--- config.mk ---
export PLATFORM = sky130hd
export DESIGN_NAME = audio_mix_serializer
export DESIGN_NICKNAME = d
export VERILOG_FILES = /design/src/rtl/audio_mix_serializer.sv
export SDC_FILE = /design/constraint.sdc
export NUM_CORES = 1
export LEC_CHECK = 0
export BUFFER_PORTS_ARGS = -buffer_cell sky130_fd_sc_hd__buf_2
export CAP_MARGIN = 20
export CORE_UTILIZATION = 56
export CTS_CLUSTER_SIZE = 12
export DETAILED_ROUTE_END_ITERATION = 12
export GPL_TIMING_DRIVEN = 0
export PLACE_DENSITY_LB_ADDON = 0.3
export SYNTH_ARGS = -nofsm -noshare
export SYNTH_HDL_FRONTEND = slang
export SYNTH_SLANG_ARGS = --single-unit
--- constraint.sdc ---
create_clock -name clk_clk -period 7.6 [get_ports clk_clk]
set_clock_uncertainty 0.2 [all_clocks]
set_input_delay 0.38 -clock clk_clk [delete_from_list [all_inputs] [get_ports clk_clk]]
set_output_delay 0.38 -clock clk_clk [all_outputs]
set_load 0.05 [all_outputs]
--- src/rtl/audio_mix_serializer.sv ---
// N-channel gain/route mixer with sequential MAC, saturation and a codec DACDAT serialiser.
// Optional peak meters: define AUDIO_MIX_PEAK_EN to add the peak_l / peak_r outputs.
module audio_mix_serializer #(
  parameter int NUM_CH   = 4,
  parameter int SAMPLE_W = 16,
  parameter int GAIN_W   = 8,
  parameter int I2S_MODE = 0
) (
  input  logic                         clk_clk,
  input  logic                         reset_reset,
  input  logic                         aud_bclk,
  input  logic                         aud_daclrc,
  output logic                         aud_dacdat,
  input  logic [NUM_CH*SAMPLE_W-1:0]   ch_samples,
  input  logic [NUM_CH*GAIN_W-1:0]     ch_gain,
  input  logic [NUM_CH-1:0]            ch_route,
  input  logic                         mute,
  input  logic                         clr_status,
  output logic                         clip_l,
  output logic                         clip_r,
  output logic                         overrun,
`ifdef AUDIO_MIX_PEAK_EN
  output logic [SAMPLE_W-2:0]          peak_l,
  output logic [SAMPLE_W-2:0]          peak_r,
`endif
  output logic [1:0]                   fsm_state
);

  localparam int PROD_W = SAMPLE_W + GAIN_W + 1;
  localparam int ACC_W  = PROD_W + $clog2(NUM_CH);
  localparam int IDX_W  = (NUM_CH > 1) ? $clog2(NUM_CH) : 1;
  localparam int CNT_W  = $clog2(SAMPLE_W + 1);
  localparam int FRAC   = 7;
  localparam logic signed [ACC_W-1:0] SAT_MAX = {{(ACC_W-SAMPLE_W+1){1'b0}}, {(SAMPLE_W-1){1'b1}}};
  localparam logic signed [ACC_W-1:0] SAT_MIN = {{(ACC_W-SAMPLE_W+1){1'b1}}, {(SAMPLE_W-1){1'b0}}};

  typedef enum logic [1:0] {IDLE = 2'd0, MAC = 2'd1, SAT = 2'd2} state_t;

  state_t                      state;
  logic [IDX_W-1:0]            idx;
  logic signed [ACC_W-1:0]     acc_l, acc_r;
  logic signed [SAMPLE_W-1:0]  samp_sh [NUM_CH];
  logic [GAIN_W-1:0]           gain_sh [NUM_CH];
  logic [NUM_CH-1:0]           route_sh;
  logic                        mute_sh;
  logic [SAMPLE_W-1:0]         mix_l, mix_r;

  // [0],[1] synchroniser flops, [2] history for edge detection
  logic [2:0] bclk_sr, lrc_sr;
  logic       bclk_fall, lrc_rise, lrc_fall, left_start, right_start;

  always_ff @(posedge clk_clk or posedge reset_reset) begin
    if (reset_reset) begin
      bclk_sr <= '0;
      lrc_sr  <= '0;
    end else begin
      bclk_sr <= {bclk_sr[1:0], aud_bclk};
      lrc_sr  <= {lrc_sr[1:0], aud_daclrc};
    end
  end

  assign bclk_fall   = bclk_sr[2] & ~bclk_sr[1];
  assign lrc_rise    = ~lrc_sr[2] & lrc_sr[1];
  assign lrc_fall    = lrc_sr[2] & ~lrc_sr[1];
  assign left_start  = (I2S_MODE == 0) ? lrc_rise : lrc_fall;
  assign right_start = (I2S_MODE == 0) ? lrc_fall : lrc_rise;

  function automatic logic [SAMPLE_W:0] saturate(input logic signed [ACC_W-1:0] acc);
    logic signed [ACC_W-1:0] sh;
    sh = acc >>> FRAC;
    if (sh > SAT_MAX)      saturate = {1'b1, 1'b0, {(SAMPLE_W-1){1'b1}}};
    else if (sh < SAT_MIN) saturate = {1'b1, 1'b1, {(SAMPLE_W-1){1'b0}}};
    else                   saturate = {1'b0, sh[SAMPLE_W-1:0]};
  endfunction

  logic signed [PROD_W-1:0] samp_ext, gain_ext, prod;
  logic [SAMPLE_W:0]        sat_l, sat_r;
  logic [SAMPLE_W-1:0]      new_l, new_r;
  logic                     clip_l_ev, clip_r_ev, overrun_ev;

  always_comb begin
    samp_ext   = PROD_W'(samp_sh[idx]);
    gain_ext   = PROD_W'($signed({1'b0, gain_sh[idx]}));
    prod       = samp_ext * gain_ext;
    sat_l      = saturate(acc_l);
    sat_r      = saturate(acc_r);
    new_l      = mute_sh ? '0 : sat_l[SAMPLE_W-1:0];
    new_r      = mute_sh ? '0 : sat_r[SAMPLE_W-1:0];
    clip_l_ev  = (state == SAT) && !mute_sh && sat_l[SAMPLE_W];
    clip_r_ev  = (state == SAT) && !mute_sh && sat_r[SAMPLE_W];
    overrun_ev = left_start && (state != IDLE);
  end

`ifdef AUDIO_MIX_PEAK_EN
  // Magnitude with the most negative code folded onto the largest positive one.
  function automatic logic [SAMPLE_W-2:0] mag(input logic [SAMPLE_W-1:0] v);
    logic [SAMPLE_W-1:0] n;
    n = -v;
    if (!v[SAMPLE_W-1])              mag = v[SAMPLE_W-2:0];
    else if (v[SAMPLE_W-2:0] == '0)  mag = '1;
    else                             mag = n[SAMPLE_W-2:0];
  endfunction

  logic [SAMPLE_W-2:0] mag_l, mag_r;
  assign mag_l = mag(new_l);
  assign mag_r = mag(new_r);
`endif

  always_ff @(posedge clk_clk or posedge reset_reset) begin
    if (reset_reset) begin
      state    <= IDLE;
      idx      <= '0;
      acc_l    <= '0;
      acc_r    <= '0;
      route_sh <= '0;
      mute_sh  <= 1'b0;
      mix_l    <= '0;
      mix_r    <= '0;
      clip_l   <= 1'b0;
      clip_r   <= 1'b0;
      overrun  <= 1'b0;
      for (int i = 0; i < NUM_CH; i++) begin
        samp_sh[i] <= '0;
        gain_sh[i] <= '0;
      end
`ifdef AUDIO_MIX_PEAK_EN
      peak_l <= '0;
      peak_r <= '0;
`endif
    end else begin
      case (state)
        IDLE: begin
          if (left_start) begin
            for (int i = 0; i < NUM_CH; i++) begin
              samp_sh[i] <= ch_samples[i*SAMPLE_W +: SAMPLE_W];
              gain_sh[i] <= ch_gain[i*GAIN_W +: GAIN_W];
            end
            route_sh <= ch_route;
            mute_sh  <= mute;
            acc_l    <= '0;
            acc_r    <= '0;
            idx      <= '0;
            state    <= MAC;
          end
        end
        MAC: begin
          if (route_sh[idx]) acc_r <= acc_r + ACC_W'(prod);
          else               acc_l <= acc_l + ACC_W'(prod);
          if (idx == IDX_W'(NUM_CH - 1)) state <= SAT;
          else                           idx   <= idx + 1'b1;
        end
        SAT: begin
          mix_l <= new_l;
          mix_r <= new_r;
          state <= IDLE;
        end
        default: state <= IDLE;
      endcase

      // Set events take priority over a simultaneous clear.
      if (clip_l_ev)       clip_l <= 1'b1;
      else if (clr_status) clip_l <= 1'b0;
      if (clip_r_ev)       clip_r <= 1'b1;
      else if (clr_status) clip_r <= 1'b0;
      if (overrun_ev)      overrun <= 1'b1;
      else if (clr_status) overrun <= 1'b0;

`ifdef AUDIO_MIX_PEAK_EN
      if (state == SAT) begin
        peak_l <= (clr_status || mag_l > peak_l) ? mag_l : peak_l;
        peak_r <= (clr_status || mag_r > peak_r) ? mag_r : peak_r;
      end else if (clr_status) begin
        peak_l <= '0;
        peak_r <= '0;
      end
`endif
    end
  end

  assign fsm_state = state;

  // Serialiser. mix_r is snapshotted at left_start so both words sent in a
  // frame come from the previous frame's computation.
  logic [SAMPLE_W-1:0] shreg, hold_r;
  logic [CNT_W-1:0]    bitcnt;
  logic                wait_first;

  always_ff @(posedge clk_clk or posedge reset_reset) begin
    if (reset_reset) begin
      shreg      <= '0;
      hold_r     <= '0;
      bitcnt     <= '0;
      wait_first <= 1'b0;
    end else if (left_start) begin
      shreg      <= mix_l;
      hold_r     <= mix_r;
      bitcnt     <= CNT_W'(SAMPLE_W);
      wait_first <= (I2S_MODE != 0);
    end else if (right_start) begin
      shreg      <= hold_r;
      bitcnt     <= CNT_W'(SAMPLE_W);
      wait_first <= (I2S_MODE != 0);
    end else if (bclk_fall) begin
      if (wait_first) begin
        wait_first <= 1'b0;
      end else if (bitcnt != '0) begin
        shreg  <= shreg << 1;
        bitcnt <= bitcnt - 1'b1;
      end
    end
  end

  assign aud_dacdat = (bitcnt != '0) && !wait_first && shreg[SAMPLE_W-1];

endmodule

== Word-level counts from Yosys, hierarchy flattened ==
Index checks and enable logic that the tools add are counted.

* Flip-flop bits (word level): 238
* Input port bits: 106
* Output and inout port bits: 6

* $add $sub $neg: 4
* Multiply operators: 1
* Magnitude comparators: 6
* Equal/unequal tests: 9
* Multiplexer cells: 42
* Bitwise operators: 7
* Reduce and logical (&&, ||, !) cells: 23

{| class="wikitable"
|+ Operators by type and width
! kind !! count
|-
| 2-to-1 mux 16 bit || 9
|-
| case mux 27 bit (2 select lines) || 2
|-
| 2-to-1 mux 27 bit || 3
|-
| 2-to-1 mux 17 bit || 4
|-
| adder 27 x 25 -> 27 bit || 2
|-
| greater-than comparator 20 x 16 -> 1 bit (second input constant) || 2
|-
| < comparator 20 x 16 -> 1 bit (second input constant) || 2
|-
| binary-select mux 16 bit (select 2 bit) || 1
|-
| multiplier 16 x 9 -> 25 bit || 1
|-
| 2-to-1 mux 5 bit || 5
|-
| binary-select mux 8 bit (select 2 bit) || 1
|-
| 2-to-1 mux 8 bit || 2
|-
| AND reduction 3 bit || 4
|-
| inequality test 2 bit (second input constant) || 5
|-
| nonzero test 2 bit || 5
|-
| 2-to-1 mux 1 bit || 8
|-
| 2-to-1 mux 2 bit || 4
|-
| case mux 2 bit (2 select lines) || 2
|-
| logical AND 1 bit || 6
|-
| nonzero test 3 bit || 2
|-
| nonzero test 5 bit || 1
|-
| subtractor 5 x 1 -> 5 bit (second input constant) || 1
|-
| == test 2 bit (second input constant) || 2
|-
| AND reduction 2 bit || 2
|-
| other kinds (11) || 16
|}

== Depth between registers and ports, before layout ==
* Depth in word-level cells: 8
* Depth in mapped cells: 33
* Mapped depth without buffers: 30

== Least setup slack after synthesis ==
No wires, ideal clock.

* Path kind: reg2reg
* From: reg idx[1]
* To: reg acc_r[26]
* Library setup time: 0.079 ns
* Arrival: 7.901 ns
* Data required time: 7.321 ns
* Path slack: -0.580 ns
* Stages on the path, launching flop included: 33
* Path buffers: 3
* Period minus slack after synthesis: 8.180 ns
* Path through: dfrtp_1 clkbuf_1 buf_1 mux4_2 clkbuf_1 nand2_1 fa_1 inv_1 fa_1 fa_1 inv_1 fa_1 inv_1 ha_1 a21o_1 a21o_1 a21o_1 a21oi_1 nand2b_1 a21o_1 a21oi_1 xnor2_1 ha_1 and2_1 nand4_1 a211o_1 o211a_1 o31ai_4 a21oi_2 a31oi_2 or3b_1 a21oi_2 mux2i_1

* Cells in the longest elaborated chain, start to end: 8
* Elaborated cells between the ends (all ways): 15
* Those cells by class: add/sub (1); mul (1); eq/ne (1); mux (10); bitwise (1); reduce/logical (1)

{| class="wikitable"
|+ RTL lines
! what !! RTL line !! RTL
|-
| start: declaration || 40 || <nowiki>logic [IDX_W-1:0] idx;</nowiki>
|-
| start signal: assignment || 150 || <nowiki>else idx <= idx + 1'b1;</nowiki>
|-
| inverter 2 -> 3 bit (not written as such) || 82, 83 ||
|-
| binary-select mux 16 bit (select 2 bit) or binary-select mux 8 bit (select 2 bit) (tied branches) || 82, 83 ||
|-
| 2-to-1 mux 16 bit (not written as such) or 2-to-1 mux 8 bit (tied branches) (2 in series) || 82, 83 ||
|-
| multiplier 16 x 9 -> 25 bit || 84 || <nowiki>prod = samp_ext * gain_ext;</nowiki>
|-
| adder 27 x 25 -> 27 bit || 147 || <nowiki>if (route_sh[idx]) acc_r <= acc_r + ACC_W'(prod);</nowiki>
|-
| 2-to-1 mux 27 bit || 147 ||
|-
| case mux 27 bit (2 select lines) || 131 || <nowiki>case (state)</nowiki>
|-
| end signal: assignment || 147 ||
|-
| end: declaration || 41 || <nowiki>logic signed [ACC_W-1:0] acc_l, acc_r;</nowiki>
|}

Several ways; a longest one is shown, not always the timed one. The select of a mux whose other input is x is not followed.
A chain may end at the register's enable or synchronous reset.

== Worst setup path after layout ==
* From: reg idx[0]
* To: reg acc_r[26]

Same word-level chain as after synthesis.

==> results by group <==
Die
  – Number of I/O pins: around 110
  – Die area: slightly above 30,000 um^2
  – Row count: 63
  – Die height: 177 um
  – Area of the core: between 20,000 and 30,000 um^2
  – Die X-Extent: 177 um
  – Initial core utilization: 57.3%

Global route
  – Global Route Usage Sum: 29.0%
  – Vias in the first global route: 14,925
  – Largest net degree at the start of global routing: 128
  – First-pass GRT wire length: roughly 72,000 um
  – Initial antenna violation count: 0
  – Gr ovfl total: 0

Run
  – Max cap viols: 0

Timing
  – Max Fclk: 0.130 GHz
  – Period utilization: 101%
  – Final setup viols: 2
  – Slew Limit Fails: 0
  – Fin worst setup slack: -0.107 ns
  – RSZ-0062 raised after global routing: true
  – Minimum clock period after layout: 7.71 ns
  – Final hold vios: 0
  – Rel. slew slack: 35.3%
  – Tightest Pin Transition: 0.971 ns

Yosys
  – Syn Inst Count: 1,892
  – Top cells by count, synth: 481 x nand2_1, 237 x dfrtp_1, 194 x inv_1
  – Most area-hungry cell type in the Yosys netlist: dfrtp_1
  – Post-synth top flop: dfrtp_1
  – Yosys warns: 0
  – EDFF count, synth: 0
  – Syn avg cell area: 9.02 um^2
  – Post-synth ARST share: 100%
  – Synthesized flop and latch total: roughly 240
  – Synth Cell Area: between 15,000 and 20,000 um^2
  – Dominant cells by area after synthesis: dfrtp_1 35%, fa_1 12%, nand2_1 11%
  – Synth Net Count: 2,213
  – Post-synthesis sequential area ratio: around a third
  – Most common cell in the netlist: nand2_1
  – Synth top area share: 34.7%
  – Synth unique cells: 65

Clock tree
  – Reg clk slew, reported paths: 0.07 ns
  – CTS tree: done
  – Max clock buf depth: 3
  – Clk sinks: 237
  – Worst skew pair latency: 0.54 ns
  – CTS Root Cell: clkbuf_16
  – Total CTS buffers: 26
  – H-tree Lvls: 1

Worst setup path
  – CP Capture Type: register
  – Crit-path most repeated cell: a21oi_2
  – Maximum fanout along the worst path: 8
  – Worst stage delay on the critical path: between 0.6 and 0.7 ns
  – Arrival time worst endpoint: between 7 and 8 ns
  – Startpoint Class: register
  – Critical setup path kind: register to register
  – Slowest-stage cell, CP: mux4_2
  – Worst endpoint required time: 7.86 ns

Placed design
  – PortBufs: 111
  – Placed Instances: 2,394
  – Placer Congestion: 0.890
  – DP HPWL: 30,000 um

Routing
  – DR vias: 14,488
  – DR iter-0 viols: 1,094
  – Final wirelength: roughly 45,000 um
  – Avg WL per Cell: about 17 um
  – DRC violations left: 0
  – Post-detailed-route count of antenna-violating nets: 0
  – Drt first pass iters: 5
  – Vias per Instance: around 5.6

Final layout
  – Fin cells: between 2,000 and 3,000
  – Layout cell share with drive strength beyond 1: approximately 16%
  – Antenna diodes: 0
  – Area Overhead vs Synth: 23.9%
  – Final #Nets: 2,522

Run status
  – Outcome: finished, violations left
  – Failing checks: negative setup slack

Min path
  – Hold Path Class: register to register
## sequential cells by signal (all words and copies together), names as in the netlist
name	cells
lrc_sr	3
bclk_sr	3
samp_sh	64
gain_sh	32
fsm_state	2
clip_r	1
mix_r	16
idx	2
mute_sh	1
bitcnt	5
acc_r	27
route_sh	4
overrun	1
hold_r	16
acc_l	27
clip_l	1
shreg	16
mix_l	16
## per-layer routing
layer	global-route usage [%]	up-vias	routed length (um)
met2	52.2	510	22500
met5	0	-	0
met4	12.4	0	1820
met1	35.0	7024	18200
met3	3.42	121	2180
li1	-	6833	-
## cells by family after synthesis
group,count (synthesis),share of synthesized area [%]
AND/OR/NAND/NOR,745,19.3
AO/OA/AOI/OAI,307,11.3
buffers and inverters,269,5.94
flip-flops,237,34.7
adder cells (fa/ha/maj),215,20.3
XOR/XNOR,62,3.18
multiplexers,57,5.29
## cell type report
type                            instances  area (um^2)
Fill cell                            2071         8640
Multi-Input combinational cell       1386        10600
Timing Repair Buffer                  283         2170
Clock inverter                          7         46.3
Tap cell                              390          488
Sequential cell                       237         5930
Buffer                                 73          427
Clock buffer                           40          773
Inverter                              194          736
## per-stage QoR
step | hold slack [ns] | area [um^2] | setup WS (ns) | utilization (%) | setup TNS [ns]
after floorplan | 0.131 | 17100 | 0.0151 | - | 0
after global placement | 0.135 | 18200 | -2.06 | 60.9 | -488.07
after detailed placement | 0.136 | 18200 | -1.01 | 61.1 | -8.89
after CTS | 0.148 | 20700 | 0.00107 | 69.5 | 0
after global routing | 0.151 | 21200 | -0.338 | 71.0 | -1.26
final | 0.145 | 21200 | -0.107 | 71.0 | -0.109
## critical path, delay by kind of cell, from the launching register on
| family | cells | cell delay, ns |
|---|---|---|
| AOI/OAI and AO/OA | 11 | 2.21 |
| xor gates and xnor gates | 1 | 0.09 |
| adders and majority gates | 6 | 2.34 |
| buffers and inverters | 6 | 0.72 |
| DFF | 1 | 0.41 |
| muxes | 2 | 0.81 |
| and+or+nand+nor | 5 | 0.83 |
## what timing repair did
item	CTS	global route
resized for setup	60	64
gates cloned	0	0
setup endpoints to repair	21	9
pin swaps	43	43
hold endpoints to repair	216	0
buffers inserted	48	18
hold buffers	105	0
## placed cells by master, fill, tap and decap left out, types with 61 or more instances in the layout
cell           netlist  routed
o21ai_0             99      94
ha_1               111      94
a21oi_1             70      61
nand3_1             61      61
nand2_1            481     472
buf_2                3     113
dlygate4sd3_1        0     105
dfrtp_1            237     237
fa_1               104     101
inv_1              194     190
## final timing paths
| path | startpoint | end | slack (ns) | cells after the start |
|---|---|---|---|---|
| max | idx[0]$_DFFE_PP0P_ | acc_r[26]$_DFFE_PP0P_ | -0.11 | 31 |
| min | bclk_sr[0]$_DFF_PP0_ | bclk_sr[1]$_DFF_PP0_ | 0.15 | 0 |
| max reg2reg | idx[0]$_DFFE_PP0P_ | acc_r[26]$_DFFE_PP0P_ | -0.11 | 31 |
| min reg2reg | bclk_sr[0]$_DFF_PP0_ | bclk_sr[1]$_DFF_PP0_ | 0.15 | 0 |
| max in group asynchronous | reset_reset | lrc_sr[2]$_DFF_PP0_ | 5.80 | 4 |
| min in group asynchronous | reset_reset | samp_sh[45]$_DFFE_PP0P_ | 0.29 | 3 |
Power is not shown: default switching activity piles up to over one toggle a cycle in this logic, so the estimate is an artifact.
